**config.mk**
```make
export PLATFORM = sky130hd
export DESIGN_NAME = decode_stage_pipe
export DESIGN_NICKNAME = d
export VERILOG_FILES = /design/src/rtl/decode_stage_pipe.sv
export SDC_FILE = /design/constraint.sdc
export NUM_CORES = 1
export LEC_CHECK = 0
export CAP_MARGIN = 20
export CORE_MARGIN = 3
export CORE_UTILIZATION = 60
export CTS_CLUSTER_SIZE = 28
export DETAILED_ROUTE_END_ITERATION = 6
export PLACE_DENSITY = 0.86
export SYNTH_ARGS = -nofsm -noshare
export SYNTH_HDL_FRONTEND = slang
export SYNTH_SLANG_ARGS = --single-unit
export TNS_END_PERCENT = 10
```
**constraint.sdc**
```tcl
create_clock -name clk -period 3.8 [get_ports clk]
set_input_delay 0.76 -clock clk [delete_from_list [all_inputs] [get_ports clk]]
set_output_delay 0.76 -clock clk [all_outputs]
set_load 0.005 [all_outputs]
```
**src/rtl/decode_stage_pipe.sv**
```systemverilog
// decode_stage_pipe
// Decode stage between fetch and execute. Holds the architectural register
// file, extends immediates to the datapath width, detects load-use hazards
// (one bubble per dependency) and drives a valid/ready ID/EX register that
// can be flushed.
//
// Ports
//   clk, rst                 clock, synchronous active-low reset
//   in_valid / in_ready      fetch-side handshake
//   in_instr, in_pc          instruction word and its PC+2
//   in_rs_used, in_rt_used   instruction reads rs / rt
//   in_reg_write, in_wsel    destination write enable / select
//   in_mem_read              instruction is a load
//   in_imm_sel, in_imm_sext  immediate format and sign mode
//   wb_en, wb_sel, wb_data   register file writeback
//   flush                    kill held and incoming instruction
//   out_valid / out_ready    execute-side handshake
//   out_rs_data, out_rt_data operands
//   out_imm, out_pc          extended immediate, registered PC
//   out_wsel, out_reg_write, out_mem_read  registered control
//   err                      held instruction used an illegal imm_sel
module decode_stage_pipe #(
    parameter int unsigned DATA_W = 16,
    parameter int unsigned NREGS  = 8,
    parameter int unsigned BYPASS = 1,
    localparam int unsigned ADDR_W = $clog2(NREGS)
) (
    input  logic              clk,
    input  logic              rst,
    input  logic              in_valid,
    output logic              in_ready,
    input  logic [15:0]       in_instr,
    input  logic [DATA_W-1:0] in_pc,
    input  logic              in_rs_used,
    input  logic              in_rt_used,
    input  logic              in_reg_write,
    input  logic [ADDR_W-1:0] in_wsel,
    input  logic              in_mem_read,
    input  logic [1:0]        in_imm_sel,
    input  logic              in_imm_sext,
    input  logic              wb_en,
    input  logic [ADDR_W-1:0] wb_sel,
    input  logic [DATA_W-1:0] wb_data,
    input  logic              flush,
    output logic              out_valid,
    input  logic              out_ready,
    output logic [DATA_W-1:0] out_rs_data,
    output logic [DATA_W-1:0] out_rt_data,
    output logic [DATA_W-1:0] out_imm,
    output logic [DATA_W-1:0] out_pc,
    output logic [ADDR_W-1:0] out_wsel,
    output logic              out_reg_write,
    output logic              out_mem_read,
    output logic              err
);

    // Register file
    logic [DATA_W-1:0] rf_q [NREGS];

    // ID/EX register
    logic              valid_q,     valid_d;
    logic [DATA_W-1:0] rs_data_q,   rs_data_d;
    logic [DATA_W-1:0] rt_data_q,   rt_data_d;
    logic [DATA_W-1:0] imm_q,       imm_d;
    logic [DATA_W-1:0] pc_q,        pc_d;
    logic [ADDR_W-1:0] wsel_q,      wsel_d;
    logic              reg_write_q, reg_write_d;
    logic              mem_read_q,  mem_read_d;
    logic              illegal_q,   illegal_d;
    // Source selects of the held instruction, needed to refresh its operands
    logic [ADDR_W-1:0] rs_sel_q,    rs_sel_d;
    logic [ADDR_W-1:0] rt_sel_q,    rt_sel_d;

    logic [ADDR_W-1:0] rs, rt;
    logic [DATA_W-1:0] rs_rd, rt_rd;
    logic [DATA_W-1:0] imm_ext;
    logic              imm_illegal;
    logic              stall;
    logic              in_xfer, out_xfer;
    logic              unused_instr;

    assign rs = in_instr[8 +: ADDR_W];
    assign rt = in_instr[5 +: ADDR_W];
    // Opcode bits are decoded by the external control block
    assign unused_instr = ^in_instr;

    // Load in ID/EX whose destination is a source of the incoming instruction
    assign stall = valid_q && mem_read_q && reg_write_q &&
                   ((in_rs_used && (rs == wsel_q)) || (in_rt_used && (rt == wsel_q)));

    assign in_ready = rst && !flush && !stall && (!valid_q || out_ready);
    assign in_xfer  = in_valid && in_ready;
    assign out_xfer = valid_q && out_ready;

    // Operand reads with optional same-cycle writeback forwarding
    always_comb begin
        rs_rd = rf_q[rs];
        rt_rd = rf_q[rt];
        if (BYPASS != 0 && wb_en) begin
            if (wb_sel == rs) rs_rd = wb_data;
            if (wb_sel == rt) rt_rd = wb_data;
        end
    end

    // Immediate extraction and extension
    always_comb begin
        imm_ext     = '0;
        imm_illegal = 1'b0;
        case (in_imm_sel)
            2'd0: imm_ext = in_imm_sext ? {{(DATA_W-5){in_instr[4]}}, in_instr[4:0]}
                                        : {{(DATA_W-5){1'b0}}, in_instr[4:0]};
            2'd1: imm_ext = {{(DATA_W-8){in_instr[7]}}, in_instr[7:0]};
            2'd2: imm_ext = {{(DATA_W-11){in_instr[10]}}, in_instr[10:0]};
            default: imm_illegal = 1'b1;
        endcase
    end

    // ID/EX next state: flush > load > drain (bubble) > hold with refresh
    always_comb begin
        valid_d     = valid_q;
        rs_data_d   = rs_data_q;
        rt_data_d   = rt_data_q;
        imm_d       = imm_q;
        pc_d        = pc_q;
        wsel_d      = wsel_q;
        reg_write_d = reg_write_q;
        mem_read_d  = mem_read_q;
        illegal_d   = illegal_q;
        rs_sel_d    = rs_sel_q;
        rt_sel_d    = rt_sel_q;
        if (flush) begin
            valid_d = 1'b0;
        end else if (in_xfer) begin
            valid_d     = 1'b1;
            rs_data_d   = rs_rd;
            rt_data_d   = rt_rd;
            imm_d       = imm_ext;
            pc_d        = in_pc;
            wsel_d      = in_wsel;
            reg_write_d = in_reg_write;
            mem_read_d  = in_mem_read;
            illegal_d   = imm_illegal;
            rs_sel_d    = rs;
            rt_sel_d    = rt;
        end else if (out_xfer) begin
            valid_d = 1'b0;
        end else if (BYPASS != 0 && valid_q && wb_en) begin
            // Held instruction must not go to execute with a stale operand
            if (wb_sel == rs_sel_q) rs_data_d = wb_data;
            if (wb_sel == rt_sel_q) rt_data_d = wb_data;
        end
    end

    always_ff @(posedge clk) begin
        if (!rst) begin
            for (int unsigned i = 0; i < NREGS; i++) rf_q[i] <= '0;
            valid_q     <= 1'b0;
            rs_data_q   <= '0;
            rt_data_q   <= '0;
            imm_q       <= '0;
            pc_q        <= '0;
            wsel_q      <= '0;
            reg_write_q <= 1'b0;
            mem_read_q  <= 1'b0;
            illegal_q   <= 1'b0;
            rs_sel_q    <= '0;
            rt_sel_q    <= '0;
        end else begin
            if (wb_en) rf_q[wb_sel] <= wb_data;
            valid_q     <= valid_d;
            rs_data_q   <= rs_data_d;
            rt_data_q   <= rt_data_d;
            imm_q       <= imm_d;
            pc_q        <= pc_d;
            wsel_q      <= wsel_d;
            reg_write_q <= reg_write_d;
            mem_read_q  <= mem_read_d;
            illegal_q   <= illegal_d;
            rs_sel_q    <= rs_sel_d;
            rt_sel_q    <= rt_sel_d;
        end
    end

    assign out_valid     = valid_q;
    assign out_rs_data   = rs_data_q;
    assign out_rt_data   = rt_data_q;
    assign out_imm       = imm_q;
    assign out_pc        = pc_q;
    assign out_wsel      = wsel_q;
    assign out_reg_write = reg_write_q;
    assign out_mem_read  = mem_read_q;
    assign err           = valid_q && illegal_q;

endmodule

```
# Word-level counts from Yosys, hierarchy flattened
# Memory sizes are Yosys's and may differ from the RTL's.
# Index checks and enable logic that the tools add are counted.
# totals
in_bits	67
output_inout_bits	72
ramBits	128
reg_bits	77
n_memories	1
# memory_table
memory	depth	width	read_ports	rd_clocked_by_memory_dff	write_ports	line_no	rtl
rf_q	8	16	2	0	8	58	logic [DATA_W-1:0] rf_q [NREGS];
# op_classes
n_reduce_logical	28
bitwise_logic	2
eq_ne	9
mux	24
# op_table
op	count
2-to-1 mux 16 bit	14
one-hot mux 16 bit (3 select lines)	1
== test 3 bit	6
OR reduction 16 bit	1
logical AND 1 bit	12
2-to-1 mux 1 bit	8
AND reduction 4 bit	2
nonzero test 2 bit	4
logical NOT 1 bit	3
2-to-1 mux 3 bit	1
OR reduction 3 bit	1
== test 2 x 1 -> 1 bit, second input constant	1
== test 2 bit, second input constant	1
logical NOT 2 bit	1
logical OR 1 bit	2
inequality test 2 bit, second input constant	1
inverter 1 bit	2
AND reduction 2 bit	1
OR reduction 2 bit	1

# Depth between registers and ports, before layout
# logic_depth
ltp_word	10
ltp_mapped	9

# Worst setup path after synthesis
# Ideal clock, no wire load.
# synth_timing
path_type	input to register
start	in wb_sel[2]
end	mem rf_q[1][0], enable pin
path_slack_ps	1006
path_buffers	1
stages	3
t_arrival_ps	2383
path_cell_list	buf_2 > nand3b_1 > o21ai_0
# synth_lines
item	line_no	rtl
start: declaration	42	input logic [ADDR_W-1:0] wb_sel,
end: declaration	58	

# Worst setup path in the final report
# layout_timing
start	in in_instr[9]
end	out in_ready
# layout_between
elab_chain_cells	7
# layout_rtl
item	line_no	rtl
start: declaration	32	input logic [15:0] in_instr,
== test 3 bit	89	((in_rs_used && (rs == wsel_q)) || (in_rt_used && (rt == wsel_q)));
logical AND 1 bit	89	
logical OR 1 bit	89	
logical AND 1 bit	88	assign stall = valid_q && mem_read_q && reg_write_q &&
logical NOT 1 bit	91	assign in_ready = rst && !flush && !stall && (!valid_q || out_ready);
logical AND 1 bit (2 in a row)	91	
end: declaration	31	output logic in_ready,
# No other way between the ends.

==> results.yml <==
logic_synthesis:
  synth_area_leader_cell: "edfxtp_1"
  async_flop_share: 0
  synth_edf_count: 128
  synth_nets: 851
  avgSynthCellArea_um2: 12.87
  synth_compound_area_frac: 0.08977
  synth.distinct_cells: 43
  synth_top_area_frac: 0.3809
  synth_simple_gate_area_share: 0.1508
  synth.mux.area_fraction: 0.1785
  synth_warnings: 0
  synthesis.area_um2: 10090
  synth_top_family_by_area: "multiplexers"
  synth_ff_type: "edfxtp_1"
  ys_ff_latch: 200
  seq_area_frac_synth: 0.5237
  syn_inst: 784
  synth-xor-area-share: 0.01649
  yosys.area_share.adder: 0
  synth_area_leaders: "edfxtp_1 (38%), dfxtp_1 (14%), mux4_2 (14%), and2_1 (8.0%), mux2i_1 (3.6%)"
pwr:
  irDropWorstVdd_uv: 362.2
  p_comb_frac: 0.148
  internal-power_mw: 3.732
  p_clk_frac: 0.336
  p_seq_frac: 0.517
  netSwitchingFraction: 0.2415
  p_sw_mw: 1.188
  leakage_nw: 4.425
  p_per_area_nw_per_um2: 405.3
clocking:
  cts-buffers-inserted: 17
  cts_resized: 0
  clkLatencyLatePin_ps: 440
  cts_tree: "yes"
  cts_setup_buffers: 0
  htreeDepth: 4
  hold_buffers: 0
  root_buffer: "clkbuf_16"
  cts.sinks: 200
  cts.reportedPaths.clkPinSlew_ps: 70
  clockBufferDepth: 2
place:
  dp_slack_ps: 405.0
  io_buffers: 133
  dp_hpwl_um: 18460
  gp_congestion: 0.8492
global_routing:
  grt_start_max_net_pins: 105
  grt_antenna_before_repair: 0
  grt_pass1_wl_um: 42270
  track_usage: 0.3091
  gr-total-overflow: 0
  grt_pass1_vias: 7554
  use_met1: 0.3921
  grt_busiest_layer: "met2"
  use_met3: 0.06686
  grtUsageMet2: 0.5232
timing:
  max_freq_ghz: 0.3113
  setup-tns-final_ps: 0
  slew_headroom: 0.2961
  setup_viol: 0
  hold_viol: 0
  fin_crit_sh: 0.8454
  slew_viol_final: 0
  worst_slew_pin_slew_ps: 1056
  skew_ps: 7.537
  rsz0062_at_grt: "no"
  fin_crit_ps: 3212
  worst_slack_ps: 587.6
critical_path:
  path_class: "in -> out"
  critPathRequiredTime_ps: 3040
  crit_path_frequent_cell: "clkdlybuf4s50_1"
  path_buf_inv: 2
  cp-end-kind: "primary output"
  path_max_fanout: 2
  cpMaxStageDelayCell: "clkdlybuf4s50_1"
  crit_family: "buffers and inverters"
  cp.arrival_ps: 2450
  slowest_delay_ps: 520
  crit_path_cell_trace: "clkdlybuf4s50_1 > xnor2_1 > and4_4 > o21ai_4 > and3_1 > clkdlybuf4s50_1"
  start_kind: "primary input"
routing:
  wirelength_um: 28170
  routed_via_density: 6.619
  drc: 0
  drtAntennaViolNets: 0
  wire_per_inst_um: 24.78
  route.vias.total: 7526
  drt_iter0_markers: 896
  drtPass1Iterations: 6
outcome:
  outcome: "complete, no violations"
cells_and_area:
  nets: 976
  area_growth_pct: 20.30
  diodes: 0
  final_common_cell: "clkdlybuf4s50_1"
  drive_above_1_share: 0.1553
  final_cell_mix: "clkdlybuf4s50_1 (131), and2_1 (129), edfxtp_1 (128)"
  fillers: 996
floorplan:
  pin_count: 139
  die-width_um: 135.7
  rows: 46
  fp.coreArea_um2: 16170
  initial_core_util: 0.6239
  die_area_um2: 18410
  die_h_um: 135.7
worst_hold_path:
  hold_class: "reg -> reg"
run:
  max-cap-violations: 0
## state kept, by name, summed over array words and instances, names as in the netlist
register	cells
illegal_q	1
out_imm	11
out_mem_read	1
out_pc	16
out_reg_write	1
out_rs_data	16
out_rt_data	16
out_valid	1
out_wsel	3
rf_q	128
rs_sel_q	3
rt_sel_q	3
## metrics by stage
stage | cell area [µm²] | util | cells | hold WS [ps] | total power [mW]
2_1_floorplan | 10090 | - | 784 | 433.9 | 2.952
3_3_place_gp | 11620 | 0.7183 | 1106 | 444.8 | 3.255
3_5_place_dp | 11620 | 0.7183 | 1106 | 457.7 | 3.297
4_1_cts | 12140 | 0.7506 | 1137 | 466.9 | 4.918
5_1_grt | 12140 | 0.7506 | 1137 | 482.8 | 5.063
6_report | 12140 | 0.7506 | 1137 | 465.9 | 4.920
## worst reg2reg max path: cells and delay by family, from the launching register on
family	cells	cell delay, ps
buf+inv	2	1080
compound gates	3	590
flops	1	410
simple gates	1	240
xor+xnor	1	90
## routing by layer
metal / vias up / wire length (µm)
li1: 3208 / -
met1: 3740 / 9890
met2: 515 / 14060
met3: 63 / 3468
met4: 0 / 757
met5: - / 0
## worst paths after layout
| kind | slack, ps | start | depth (start not counted) | to |
|---|---|---|---|---|
| worst max register to register | 1290 | out_wsel[0] | 7 | out_rs_data[8] |
| worst min register to register | 470 | out_imm[3] | 2 | out_imm[3] |
| worst max-delay path | 590 | in_instr[9] | 6 | in_ready |
| worst min-delay path | 470 | out_imm[3] | 2 | out_imm[3] |
## power groups by stage
stage                     clock [mW]  combinational, mW  sequential, mW
final                           1.65              0.726            2.54
after detailed placement           0              0.713            2.58
after global routing            1.74              0.767            2.55
after global placement             0              0.690            2.56
after CTS                       1.66              0.721            2.54
after floorplan                    0              0.391            2.56
## cells in the mapped netlist, drive strengths merged, types with 24 or more instances
| cell | n |
|---|---|
| a32o | 32 |
| o21ai | 41 |
| and2 | 130 |
| edfxtp | 128 |
| nand2 | 46 |
| dfxtp | 72 |
| buf | 48 |
| clkbuf | 24 |
| nand3 | 59 |
| mux2i | 36 |
| mux4 | 64 |
| a21o | 32 |
## area by class of cell
class / count / area, µm² / share of cell area
clock inverters: 10 / 81.33 / 0.006700
flip-flops and latches: 200 / 5285 / 0.4354
multi-input cells: 510 / 4395 / 0.3621
inverters: 2 / 7.507 / 0.0006184
well taps: 216 / 270.3 / 0.02226
clock buffers: 21 / 440.4 / 0.03628
repair buffers: 178 / 1659 / 0.1367
## kinds of logic (layout without fill, tap and decap cells)
family,count (synthesis),in the layout
compound gates,122,122
xor+xnor,19,19
buf+inv,74,211
flops,200,200
mux,100,100
simple gates,269,269
(Power assumes the default switching activity.)
